<file path="src/rtl/debounce_pkg.sv">
// Shared state encoding and counter-width helper for the button debouncer.
package debounce_pkg;

  typedef enum logic [1:0] {
    IDLE    = 2'd0,
    ARM_HI  = 2'd1,
    PRESSED = 2'd2,
    ARM_LO  = 2'd3
  } state_e;

  // Counters compare against (ms - 1), so $clog2 of the largest interval suffices.
  function automatic int cnt_w_f(input int debounce_ms, input int hold_ms, input int repeat_ms);
    int m;
    m = debounce_ms;
    if (hold_ms > m) m = hold_ms;
    if (repeat_ms > m) m = repeat_ms;
    return (m < 2) ? 1 : $clog2(m);
  endfunction

endpackage

</file>
<file path="src/rtl/button_debouncer_if.sv">
// Button bundle: raw inputs and ms timebase in, debounced level/pulses and ms strobe out.
interface button_debouncer_if #(
  parameter int N_BTN = 5
);
  logic             div_clk;
  logic [N_BTN-1:0] btn_raw;
  logic [N_BTN-1:0] btn_level;
  logic [N_BTN-1:0] btn_press;
  logic [N_BTN-1:0] btn_release;
  logic             ms_tick;

  modport master (output div_clk, btn_raw,
                  input  btn_level, btn_press, btn_release, ms_tick);
  modport slave  (input  div_clk, btn_raw,
                  output btn_level, btn_press, btn_release, ms_tick);
endinterface

</file>
<file path="src/rtl/debounce_channel.sv">
// One debounced button: IDLE/ARM_HI/PRESSED/ARM_LO FSM with registered level and pulses.
// BTN_AUTOREPEAT_EN adds a held-button repeat counter that re-pulses press.
module debounce_channel
  import debounce_pkg::*;
#(
  parameter int DEBOUNCE_MS = 20,
`ifdef BTN_AUTOREPEAT_EN
  parameter int HOLD_MS     = 500,
  parameter int REPEAT_MS   = 100,
`endif
  parameter int CNT_W       = 10
) (
  input  logic clk,
  input  logic rst_n,
  input  logic ms_tick_i,
  input  logic btn_s_i,
  output logic level_o,
  output logic press_o,
  output logic release_o
);

  localparam logic [CNT_W-1:0] DB_LAST = CNT_W'(DEBOUNCE_MS - 1);

  state_e           state_q;
  logic [CNT_W-1:0] cnt_q;
  logic             level_q, press_q, release_q;

`ifdef BTN_AUTOREPEAT_EN
  localparam logic [CNT_W-1:0] HOLD_LAST = CNT_W'(HOLD_MS - 1);
  localparam logic [CNT_W-1:0] REP_LAST  = CNT_W'(REPEAT_MS - 1);
  logic [CNT_W-1:0] rep_q;
  logic             rep_first_q;
`endif

  // A btn_s change always takes priority over a coincident ms_tick.
  always_ff @(posedge clk) begin
    if (!rst_n) begin
      state_q     <= IDLE;
      cnt_q       <= '0;
      level_q     <= 1'b0;
      press_q     <= 1'b0;
      release_q   <= 1'b0;
`ifdef BTN_AUTOREPEAT_EN
      rep_q       <= '0;
      rep_first_q <= 1'b1;
`endif
    end else begin
      press_q   <= 1'b0;
      release_q <= 1'b0;
      case (state_q)
        IDLE:
          if (btn_s_i) begin
            state_q <= ARM_HI;
            cnt_q   <= '0;
          end
        ARM_HI:
          if (!btn_s_i) state_q <= IDLE;
          else if (ms_tick_i) begin
            if (cnt_q == DB_LAST) begin
              state_q     <= PRESSED;
              level_q     <= 1'b1;
              press_q     <= 1'b1;
`ifdef BTN_AUTOREPEAT_EN
              rep_q       <= '0;
              rep_first_q <= 1'b1;
`endif
            end else cnt_q <= cnt_q + 1'b1;
          end
        PRESSED:
          if (!btn_s_i) begin
            state_q <= ARM_LO;
            cnt_q   <= '0;
          end
`ifdef BTN_AUTOREPEAT_EN
          else if (ms_tick_i) begin
            if (rep_q == (rep_first_q ? HOLD_LAST : REP_LAST)) begin
              press_q     <= 1'b1;
              rep_q       <= '0;
              rep_first_q <= 1'b0;
            end else rep_q <= rep_q + 1'b1;
          end
`endif
        ARM_LO:
          if (btn_s_i) state_q <= PRESSED;
          else if (ms_tick_i) begin
            if (cnt_q == DB_LAST) begin
              state_q   <= IDLE;
              level_q   <= 1'b0;
              release_q <= 1'b1;
            end else cnt_q <= cnt_q + 1'b1;
          end
      endcase
    end
  end

  assign level_o   = level_q;
  assign press_o   = press_q;
  assign release_o = release_q;

endmodule

</file>
<file path="src/rtl/button_debouncer.sv">
// Top: div_clk edge detector (ms_tick), 2-FF button synchronisers, N_BTN debounce channels.
// BTN_AUTOREPEAT_EN enables auto-repeat press pulses in every channel.
module button_debouncer
  import debounce_pkg::*;
#(
  parameter int N_BTN       = 5,
  parameter int DEBOUNCE_MS = 20,
  parameter int HOLD_MS     = 500,
  parameter int REPEAT_MS   = 100,
  parameter int CNT_W       = 10
) (
  input  logic clk,
  input  logic rst_n,
  button_debouncer_if.slave bus
);

  localparam int CNT_NEED = cnt_w_f(DEBOUNCE_MS, HOLD_MS, REPEAT_MS);

  // Elaboration stops here if CNT_W cannot hold the configured intervals.
  if (CNT_W < CNT_NEED) begin : g_cnt_w_too_small
    cnt_w_too_small_for_ms_parameters u_err ();
  end

  logic             t1_q, t2_q, tick_q;
  logic [N_BTN-1:0] s1_q, s2_q;
  logic [N_BTN-1:0] level, press, rel;

  always_ff @(posedge clk) begin
    if (!rst_n) begin
      t1_q   <= 1'b0;
      t2_q   <= 1'b0;
      tick_q <= 1'b0;
      s1_q   <= '0;
      s2_q   <= '0;
    end else begin
      t1_q   <= bus.div_clk;
      t2_q   <= t1_q;
      tick_q <= t1_q & ~t2_q;
      s1_q   <= bus.btn_raw;
      s2_q   <= s1_q;
    end
  end

  for (genvar g = 0; g < N_BTN; g++) begin : g_ch
    debounce_channel #(
      .DEBOUNCE_MS (DEBOUNCE_MS),
`ifdef BTN_AUTOREPEAT_EN
      .HOLD_MS     (HOLD_MS),
      .REPEAT_MS   (REPEAT_MS),
`endif
      .CNT_W       (CNT_W)
    ) u_ch (
      .clk       (clk),
      .rst_n     (rst_n),
      .ms_tick_i (tick_q),
      .btn_s_i   (s2_q[g]),
      .level_o   (level[g]),
      .press_o   (press[g]),
      .release_o (rel[g])
    );
  end

  assign bus.btn_level   = level;
  assign bus.btn_press   = press;
  assign bus.btn_release = rel;
  assign bus.ms_tick     = tick_q;

endmodule
</file>
<file path="src/flat_wrapper.sv">
// flat-port wrapper written by rule: the top's interface ports become plain ports
module button_debouncer_flat import debounce_pkg::*;
#(
  parameter int N_BTN       = 5,
  parameter int DEBOUNCE_MS = 20,
  parameter int HOLD_MS     = 500,
  parameter int REPEAT_MS   = 100,
  parameter int CNT_W       = 10
)
  (clk, rst_n, bus_div_clk, bus_btn_raw, bus_btn_level, bus_btn_press, bus_btn_release, bus_ms_tick);
  button_debouncer_if #(.N_BTN(N_BTN)) bus_i ();
  input  logic clk;
  input  logic rst_n;
  input wire logic [$bits(bus_i.div_clk)-1:0] bus_div_clk;
  input wire logic [$bits(bus_i.btn_raw)-1:0] bus_btn_raw;
  output wire logic [$bits(bus_i.btn_level)-1:0] bus_btn_level;
  output wire logic [$bits(bus_i.btn_press)-1:0] bus_btn_press;
  output wire logic [$bits(bus_i.btn_release)-1:0] bus_btn_release;
  output wire logic [$bits(bus_i.ms_tick)-1:0] bus_ms_tick;
  assign bus_i.div_clk = bus_div_clk;
  assign bus_i.btn_raw = bus_btn_raw;
  assign bus_btn_level = bus_i.btn_level;
  assign bus_btn_press = bus_i.btn_press;
  assign bus_btn_release = bus_i.btn_release;
  assign bus_ms_tick = bus_i.ms_tick;
  button_debouncer #(.N_BTN(N_BTN), .DEBOUNCE_MS(DEBOUNCE_MS), .HOLD_MS(HOLD_MS), .REPEAT_MS(REPEAT_MS), .CNT_W(CNT_W)) u_core (.clk(clk), .rst_n(rst_n), .bus(bus_i));
endmodule
</file>
<file path="config.mk">
export PLATFORM = sky130hd
export DESIGN_NAME = button_debouncer_flat
export DESIGN_NICKNAME = d
export VERILOG_FILES = /design/src/rtl/debounce_pkg.sv /design/src/rtl/button_debouncer_if.sv /design/src/rtl/debounce_channel.sv /design/src/rtl/button_debouncer.sv /design/src/flat_wrapper.sv
export SDC_FILE = /design/constraint.sdc
export NUM_CORES = 1
export LEC_CHECK = 0
export ABC_AREA = 0
export CELL_PAD_IN_SITES_DETAIL_PLACEMENT = 2
export CELL_PAD_IN_SITES_GLOBAL_PLACEMENT = 2
export CORE_MARGIN = 3
export CORE_UTILIZATION = 40
export DETAILED_ROUTE_END_ITERATION = 16
export HOLD_SLACK_MARGIN = 0.12
export PLACE_DENSITY_LB_ADDON = 0.15
export SLEW_MARGIN = 10
export SYNTH_ARGS = -nofsm -noshare
export SYNTH_HDL_FRONTEND = slang
export SYNTH_HIERARCHICAL = 1
export SYNTH_SLANG_ARGS = --single-unit
</file>
<file path="constraint.sdc">
create_clock -name clk -period 4.45 [get_ports clk]
set_input_delay 0.89 -clock clk [delete_from_list [all_inputs] [get_ports clk]]
set_output_delay 0.89 -clock clk [all_outputs]
set_load 0.005 [all_outputs]
</file>
**Yosys cells after proc, flatten, opt, wreduce, memory -nomap -nowiden**

Index checks and enable logic that the tools add are counted.

- Memories: 0
- Latch bits: 0
- Output and inout bits: 16
- Bits in writable memories: 0
- Word-level logic and storage cells: 283
- ROM bits: 0
- Flip-flop bits (word level): 88
- Input port bits: 8

- Eq/ne operators: 80
- Bitwise operators: 8
- Shift operators: 0
- Div/mod/pow operators: 0
- Reduce and logical (&&, ||, !) cells: 35
- Muxes and demuxes: 125
- Add/sub/neg operators: 5
- Multipliers: 0
- Magnitude comparators: 0

Operators with widths:

| operator | number |
|---|---|
| $mux W10 | 30 |
| $pmux W10 S4 | 5 |
| $mux W2 | 40 |
| $add A10 B1 Y10 const B | 5 |
| $eq A10 B5 Y1 const B | 5 |
| $mux W1 | 40 |
| $ne A2 B1 Y1 const B | 20 |
| $ne A2 B2 Y1 const B | 20 |
| $pmux W2 S4 | 5 |
| $reduce_and A7 Y1 | 5 |
| $ne A3 B2 Y1 const B | 10 |
| $reduce_and A6 Y1 | 5 |
| $eq A2 B2 Y1 const B | 10 |
| $reduce_and A4 Y1 | 5 |
| $ne A3 B1 Y1 const B | 5 |
| $ne A3 B3 Y1 const B | 5 |
| $reduce_and A3 Y1 | 5 |
| $reduce_or A3 Y1 | 5 |
| $eq A2 B1 Y1 const B | 5 |
| $logic_not A2 Y1 | 5 |
| $pmux W1 S2 | 5 |
| $reduce_bool A2 Y1 | 5 |
| $not A1 Y1 | 7 |
| $and A1 B1 Y1 | 1 |

**Depth between registers and ports, before layout**

Gate-level depths: netlist of the first run.

- Word-level depth: 5
- Mapped depth: 5
- Mapped depth without buffers: 5

**Modules after synthesis**

The synthesis of the first run kept the hierarchy.

By module, submodules not included:

| module | cells an instance | times used | area each (µm²) | sequential area each (µm²) |
|---|---|---|---|---|
| debounce_channel | 90 | 5 | 763.2 | 300.3 |
| button_debouncer | 27 | 1 | 366.6 | 260.2 |

**Worst setup path after synthesis of the first run**

OpenSTA, ideal clock, no wires.

- Path type: register to register
- Start point: reg u_core.g_ch[0].u_ch.cnt_q[8]
- End point: reg u_core.g_ch[0].u_ch.press_q
- Data required time: 4377 ps
- Setup time: 73 ps
- Data arrival time: 1794 ps
- Setup slack: 2584 ps
- Buffers on the path: 0
- Cell stages (with the launch flop): 5
- Clock period less this slack: 1866 ps
- Path through: dfxtp_1 -> or4_4 -> or4_4 -> or2_1 -> nor3b_2

- Longest elaborated chain between the ends: 3

RTL lines:

| item | RTL line | RTL |
|---|---|---|
| from (decl) | debounce_channel.sv:25 | `logic [CNT_W-1:0] cnt_q;` |
| from (signal assigned) | debounce_channel.sv:67 | `end else cnt_q <= cnt_q + 1'b1;` |
| from (signal assigned) | debounce_channel.sv:90 | `end else cnt_q <= cnt_q + 1'b1;` |
| $eq A10 B5 Y1 | debounce_channel.sv:59 | `if (cnt_q == DB_LAST) begin` |
| $mux W1 | debounce_channel.sv:59 |  |
| $mux W1 | debounce_channel.sv:58 | `else if (ms_tick_i) begin` |
| to (signal assigned) | debounce_channel.sv:41 | `press_q <= 1'b0;` |
| to (signal assigned) | debounce_channel.sv:48 | `press_q <= 1'b0;` |
| to (signal assigned) | debounce_channel.sv:62 | `press_q <= 1'b1;` |
| to (decl) | debounce_channel.sv:26 | `logic level_q, press_q, release_q;` |

Every way passes these cells.
A chain may end at the register's enable or synchronous reset.

==> impl_metrics.json, run 1 <==
{
  "insertedDiodeCount": 0,
  "fin_ws_ns": 1.89,
  "die_area_sq_um": 11700,
  "clkPwrFrac_pct": 37.1,
  "worstPathRequired_ns": 4.76,
  "crit_path_end_kind": "flop",
  "vias": 3772,
  "yosysTopAreaCellShare_pct": 42.1,
  "yosysSeqAreaShare_pct": 42.1,
  "met1_length_um": 5760,
  "slew_violations": 0,
  "fin_crit_sh_pct": 57.6,
  "die_w_um": 108,
  "coreArea_sq_um": 9950,
  "max_stage_delay_ns": 0.91,
  "grt_pass1_vias": 4024,
  "fill_cells": 1110,
  "pin_count": 24,
  "crit_arrival_ns": 2.87,
  "post-place-ws_ns": 1.51,
  "clk_pin_slew_ns": 0.09,
  "antenna_found_initial": 0,
  "dr_wl_met3_um": 289,
  "cts_resized": 0,
  "cts-buffers-inserted": 9,
  "p_int_w": 0.00105,
  "dr.first_iter.drc_count": 129,
  "final_cells": 641,
  "cts_sinks": 88,
  "rows": 36,
  "grt_max_degree": 21,
  "cts_tree": "built",
  "tightest_slew_ns": 0.753,
  "crit_slowest_cell": "clkdlybuf4s50_1",
  "powerDensity_nw_per_um2": 296,
  "dp_hpwl_um": 8480,
  "netlist_area_sq_um": 4180,
  "grt_pass1_wl_um": 20300,
  "pwr-share-seq_pct": 57.7,
  "cts_setup_buffers": 0,
  "synth.distinct_cells": 35,
  "hold_buffers": 0,
  "dp_cells": 625,
  "wl_per_cell_um": 18.8,
  "start_kind": "primary input",
  "ff_latch_area_sq_um": 1760,
  "grt_usage_pct": 21.5,
  "layout.nets": 516,
  "crit_path_max_fanout": 18,
  "viasPerCell": 5.88,
  "criticalPathCategory": "primary input to flop",
  "dr.max_layer_used": "met4",
  "path_cells": "clkdlybuf4s50_1, o21ai_1, or4_1, nand2_1",
  "leakagePower_nw": 1.53,
  "ys_ff_latch": 88,
  "fmaxAchievable_mhz": 390,
  "htreeDepth": 3,
  "first_pass_iters": 4,
  "rsz0062_at_grt": "no",
  "io_buffers": 23,
  "route.detailed.drc": 0,
  "holdCritPathClass": "flop to flop",
  "swShare_pct": 25.3,
  "slew_headroom_pct": 49.0,
  "syn_inst": 477,
  "pwr-share-comb_pct": 5.2,
  "ant_nets": 0,
  "grt-ovfl-total": 0,
  "cap_violations": 0,
  "multi_input_comb_area_sq_um": 2320,
  "finClkSkew_ns": 0.00747,
  "peakVddDrop_uv": 127,
  "power_w": 0.00140,
  "avgSynthCellArea_sq_um": 8.77,
  "place_area_sq_um": 4550,
  "synth.net_count": 490,
  "place_congestion": 0.797,
  "synth_top_cell_by_area": "dfxtp_1",
  "final_area_sq_um": 4730,
  "area_growth_syn_to_layout_pct": 13.2,
  "clk_latency_ns": 0.36,
  "die_y_um": 108,
  "synth_area_leaders": "dfxtp_1 (42%), nand2_1 (4.9%), a21oi_1 (4.2%)",
  "min_period_ns": 2.56,
  "hold_viol_final": 0,
  "finalSetupViolCount": 0,
  "cts-root-buf": "clkbuf_8",
  "status": "finished, final reports clean",
  "routed_wl_um": 12000,
  "clk_path_buf_depth": 2,
  "netSwitchingPower_w": 0.000355,
  "drive_above_1_share_pct": 10.4,
  "fin_tns_setup_ns": 0,
  "wl_met2_um": 5800,
  "yosysWarnings": 6,
  "start_util_pct": 42.0
}
worst max-delay path: cells and delay by family:
kind / cells / cell delay, ns
compound gates: 1 / 0.40
buf+inv: 1 / 0.91
simple gates: 2 / 0.67
per-layer routing:
layer,global-route usage [%],vias to the layer above
met5,0,-
met4,6.58,0
met3,2.75,14
met2,36.5,41
met1,28.7,1872
li1,-,1845
final cells by class:
| cell class | count | share of cell area (%) |
|---|---|---|
| Clock buffer | 10 | 2.91 |
| Clock inverter | 6 | 0.925 |
| Inverter | 15 | 1.19 |
| Multi-Input combinational cell | 363 | 48.9 |
| Sequential cell | 88 | 37.2 |
| Tap cell | 133 | 3.51 |
| Timing Repair Buffer | 26 | 5.34 |
sequential cells by signal, summed over array words and instances, names as in the netlist, named ones only:
name and cells:
u_core/bus.ms_tick 1, u_core/g_ch.u_ch/cnt_q 50, u_core/g_ch.u_ch/level_o 5, u_core/g_ch.u_ch/press_o 5
u_core/g_ch.u_ch/release_o 5, u_core/g_ch.u_ch/state_q 5, u_core/s1_q 5, u_core/s2_q 5
u_core/t1_q 1, u_core/t2_q 1
layout by cell type, fill, tap and decap left out, types with 4 or more instances in the layout:
cell,netlist,final
or4b_1,5,5
clkdlybuf4s50_1,0,23
a21oi_1,35,35
nand3b_1,5,5
nand3_1,25,25
nor2_1,5,5
or2_1,5,5
o311ai_1,5,5
o21ai_0,25,25
a31oi_1,10,10
nand2b_1,5,5
clkbuf_8,0,10
or4_1,15,15
or3_1,25,25
nor3b_2,5,5
o21ai_1,5,5
nor3_1,10,10
inv_1,15,15
o21a_1,15,15
xor2_1,5,5
and2_2,8,8
nand4_1,15,15
xnor2_1,5,5
o31ai_1,20,20
and3_1,10,10
or4b_2,5,5
and2_1,9,9
o211ai_1,5,5
clkinvlp_4,0,4
dfxtp_1,88,88
mux2i_1,5,5
or4_4,10,10
nand2_1,55,55
ha_1,5,5
mux2_2,5,5
power by group through the flow:
| stage | Clock (W) | Combinational, W | Sequential, W |
|---|---|---|---|
| 2_1_floorplan | 0 | 0.0000418 | 0.000821 |
| 3_3_place_gp | 0 | 0.0000699 | 0.000826 |
| 3_5_place_dp | 0 | 0.0000726 | 0.000828 |
| 4_1_cts | 0.000545 | 0.0000739 | 0.000809 |
| 5_1_grt | 0.000575 | 0.0000806 | 0.000811 |
| 6_report | 0.000520 | 0.0000728 | 0.000809 |
synthesized netlist by cell type (all sizes together):
master	number
or4b	10
o21ai	30
or3	25
and3	10
xnor2	5
dfxtp	88
inv	15
or4	25
nand2	55
and2	17
nor3	10
and3b	1
buf	1
clkbuf	10
o21a	15
xor2	5
nand2b	5
or2	5
nand3b	5
ha	5
mux2	5
nor2	5
o311ai	5
nor3b	5
nand3	25
a21oi	35
mux2i	5
o211ai	5
nand4	15
o31ai	20
a31oi	10
cells by family after synthesis:
logic type	after synthesis	share of synthesized area, %
flip-flops	88	42.1
adder cells (fa/ha/maj)	5	1.50
buffers and inverters	26	2.51
AO/OA/AOI/OAI	120	17.5
AND/OR/NAND/NOR	218	31.7
multiplexers	10	2.54
XOR/XNOR	10	2.09
metrics by stage:
| step | utilization, % | hold WS (ns) |
|---|---|---|
| 2_1_floorplan | - | 0.412 |
| 3_3_place_gp | 45.7 | 0.419 |
| 3_5_place_dp | 45.7 | 0.427 |
| 4_1_cts | 47.6 | 0.456 |
| 5_1_grt | 47.6 | 0.494 |
| 6_report | 47.6 | 0.451 |
path summary, 6_finish.rpt:
path / startpoint / end / slack [ns] / cells after the start
min: u_core/s1_q[0] / u_core/s2_q[0] / 0.45 / 1
max reg2reg: u_core/s2_q[1] / u_core/g_ch[1].u_ch/cnt_q[7] / 2.33 / 4
min reg2reg: u_core/s1_q[0] / u_core/s2_q[0] / 0.45 / 1
max: rst_n / u_core/g_ch[4].u_ch/cnt_q[5] / 1.89 / 4
(Power assumes the default switching activity.)
==> run 2, diff against run 1 <==
- CORE_UTILIZATION: 40 -> 33
- clock period: 4.45 -> 2.1 ns (I/O delays scaled with it)
==> impl_metrics.json, run 2 (synthesized netlist as in run 1, its figures left out) <==
{
  "status": "finished, final reports clean",
  "layout.nets": 555,
  "ff_latch_area_sq_um": 1760,
  "cts-buffers-inserted": 9,
  "dp_hpwl_um": 8830,
  "antenna_found_initial": 0,
  "cts_tree": "built",
  "die_y_um": 119,
  "die_w_um": 119,
  "route.detailed.drc": 0,
  "powerDensity_nw_per_um2": 691,
  "hold_buffers": 0,
  "holdCritStartpoint": "u_core/s1_q[0]",
  "min_period_ns": 2.00,
  "drive_above_1_share_pct": 16.7,
  "worstPathRequired_ns": 2.38,
  "viasPerCell": 5.51,
  "area_growth_syn_to_layout_pct": 24.8,
  "path_cells": "or4_4, or4_4, or2_1, nor3b_2",
  "slew_violations": 0,
  "max_stage_delay_ns": 0.58,
  "io_buffers": 23,
  "cts_setup_buffers": 0,
  "cts-root-buf": "clkbuf_16",
  "slew_headroom_pct": 58.7,
  "htreeDepth": 3,
  "regMostFlops": "u_core/g_ch.u_ch/cnt_q",
  "final_common_cell": "dfxtp_1",
  "final_cell_mix": "dfxtp_1 (88), nand2_1 (55), buf_4 (41), a21oi_1 (35)",
  "cap_violations": 0,
  "multi_input_comb_area_sq_um": 2320,
  "finalSetupViolCount": 0,
  "hold_viol_final": 0,
  "reg2regPathDepth": 4,
  "fin_tns_setup_ns": 0,
  "hold_path_depth": 1,
  "peakVddDrop_uv": 439,
  "fmaxAchievable_mhz": 501,
  "post-place-ws_ns": 0.132,
  "die_area_sq_um": 14100,
  "pin_count": 24,
  "start_kind": "flop",
  "criticalPathCategory": "flop to flop",
  "grt_usage_pct": 18.2,
  "crit_path_max_fanout": 5,
  "worstHoldEndpoint": "u_core/s2_q[0]",
  "crit_path_end_kind": "flop",
  "r2r_slack_ns": 0.10,
  "path_delay_family": "simple AND/OR/NAND/NOR gates",
  "rsz0062_at_grt": "no",
  "wl_per_cell_um": 16.9,
  "grt_pass1_vias": 4211,
  "tightest_slew_ns": 0.616,
  "clk_path_buf_depth": 2,
  "holdCritPathClass": "flop to flop",
  "cp_common_cell": "or4_4",
  "crit_arrival_ns": 2.27,
  "grt-ovfl-total": 0,
  "ant_nets": 0,
  "rows": 40,
  "grt_pass1_wl_um": 20900,
  "rr_startpoint": "u_core/g_ch[3].u_ch/cnt_q[8]",
  "largest_reg_flops": 50,
  "grt_max_degree": 26,
  "crit_slowest_cell": "or4_4",
  "finClkSkew_ns": 0.00503,
  "dr.first_iter.drc_count": 114,
  "fin_ws_ns": 0.105,
  "clk_pin_slew_ns": 0.06,
  "cts_sinks": 88,
  "start_util_pct": 34.3,
  "leakagePower_nw": 1.81,
  "clk_latency_ns": 0.35,
  "coreArea_sq_um": 12200,
  "fin_crit_sh_pct": 95.0,
  "first_pass_iters": 4,
  "cts_resized": 0,
  "vias": 3934,
  "fill_cells": 1381,
  "routed_wl_um": 12100,
  "regToRegEndpoint": "u_core/g_ch[3].u_ch/press_o",
  "insertedDiodeCount": 0,
  "crit_buf_inv": 0,
  "crit_cells": 4,
  "place_congestion": 0.816
}
-- run 2: changes by cell type in the layout (fill, tap and decap cells not counted), sizes merged --
cell,delta
clkinvlp,-4
clkinv,+2
buf,+39
bufinv,+2
inv,-1
-- run 2: worst max-delay path by stage --
stage / from / end
CTS: u_core/g_ch[1].u_ch/cnt_q[8] / u_core/g_ch[1].u_ch/cnt_q[1]
finish: u_core/g_ch[3].u_ch/cnt_q[8] / u_core/g_ch[3].u_ch/press_o
detailed placement: u_core/g_ch[3].u_ch/cnt_q[8] / u_core/g_ch[3].u_ch/press_o
global route: u_core/g_ch[3].u_ch/cnt_q[8] / u_core/g_ch[3].u_ch/press_o
global placement: u_core/g_ch[2].u_ch/cnt_q[8] / u_core/g_ch[2].u_ch/press_o
floorplan: u_core/g_ch[0].u_ch/cnt_q[8] / u_core/g_ch[0].u_ch/press_o
-- run 2: power breakdown --
part,total [W],internal (W),switching (W)
clock network,0.00171,0.00104,0.000675
registers,0.00171,0.00169,0.0000221
logic,0.000181,0.0000854,0.0000951
-- run 2: area by class of cell --
class | count | area share [%]
flip-flops and latches | 88 | 33.8
clock inverters | 5 | 1.58
well taps | 168 | 4.03
multi-input cells | 363 | 44.5
inverters | 15 | 1.08
clock buffers | 10 | 4.39
repair buffers | 65 | 10.7
-- run 2: worst register-to-register path, cell delays in order (launching register included) --
cell,delay (ns)
dfxtp_1,0.34
or4_4,0.58
or4_4,0.58
or2_1,0.26
nor3b_2,0.18
-- run 2: metal layers --
layer,GRT usage [%],up-vias,wire length (um)
li1,-,1917,-
met1,23.2,1966,5820
met2,30.2,38,5760
met3,5.26,13,374
met4,4.71,0,143
met5,0,-,0
-- run 2: per-stage QoR --
| stage | cell area, sq um | hold WS, ns | utilization (%) | power [W] | std cells |
|---|---|---|---|---|---|
| 2_1_floorplan | 4180 | 0.412 | - | 0.00183 | 477 |
| 3_3_place_gp | 4900 | 0.418 | 40.1 | 0.00193 | 699 |
| 4_1_cts | 5210 | 0.444 | 42.7 | 0.00369 | 714 |
| 6_report | 5220 | 0.436 | 42.7 | 0.00361 | 714 |
| 3_5_place_dp | 4900 | 0.430 | 40.1 | 0.00193 | 699 |
| 5_1_grt | 5220 | 0.448 | 42.7 | 0.00377 | 714 |
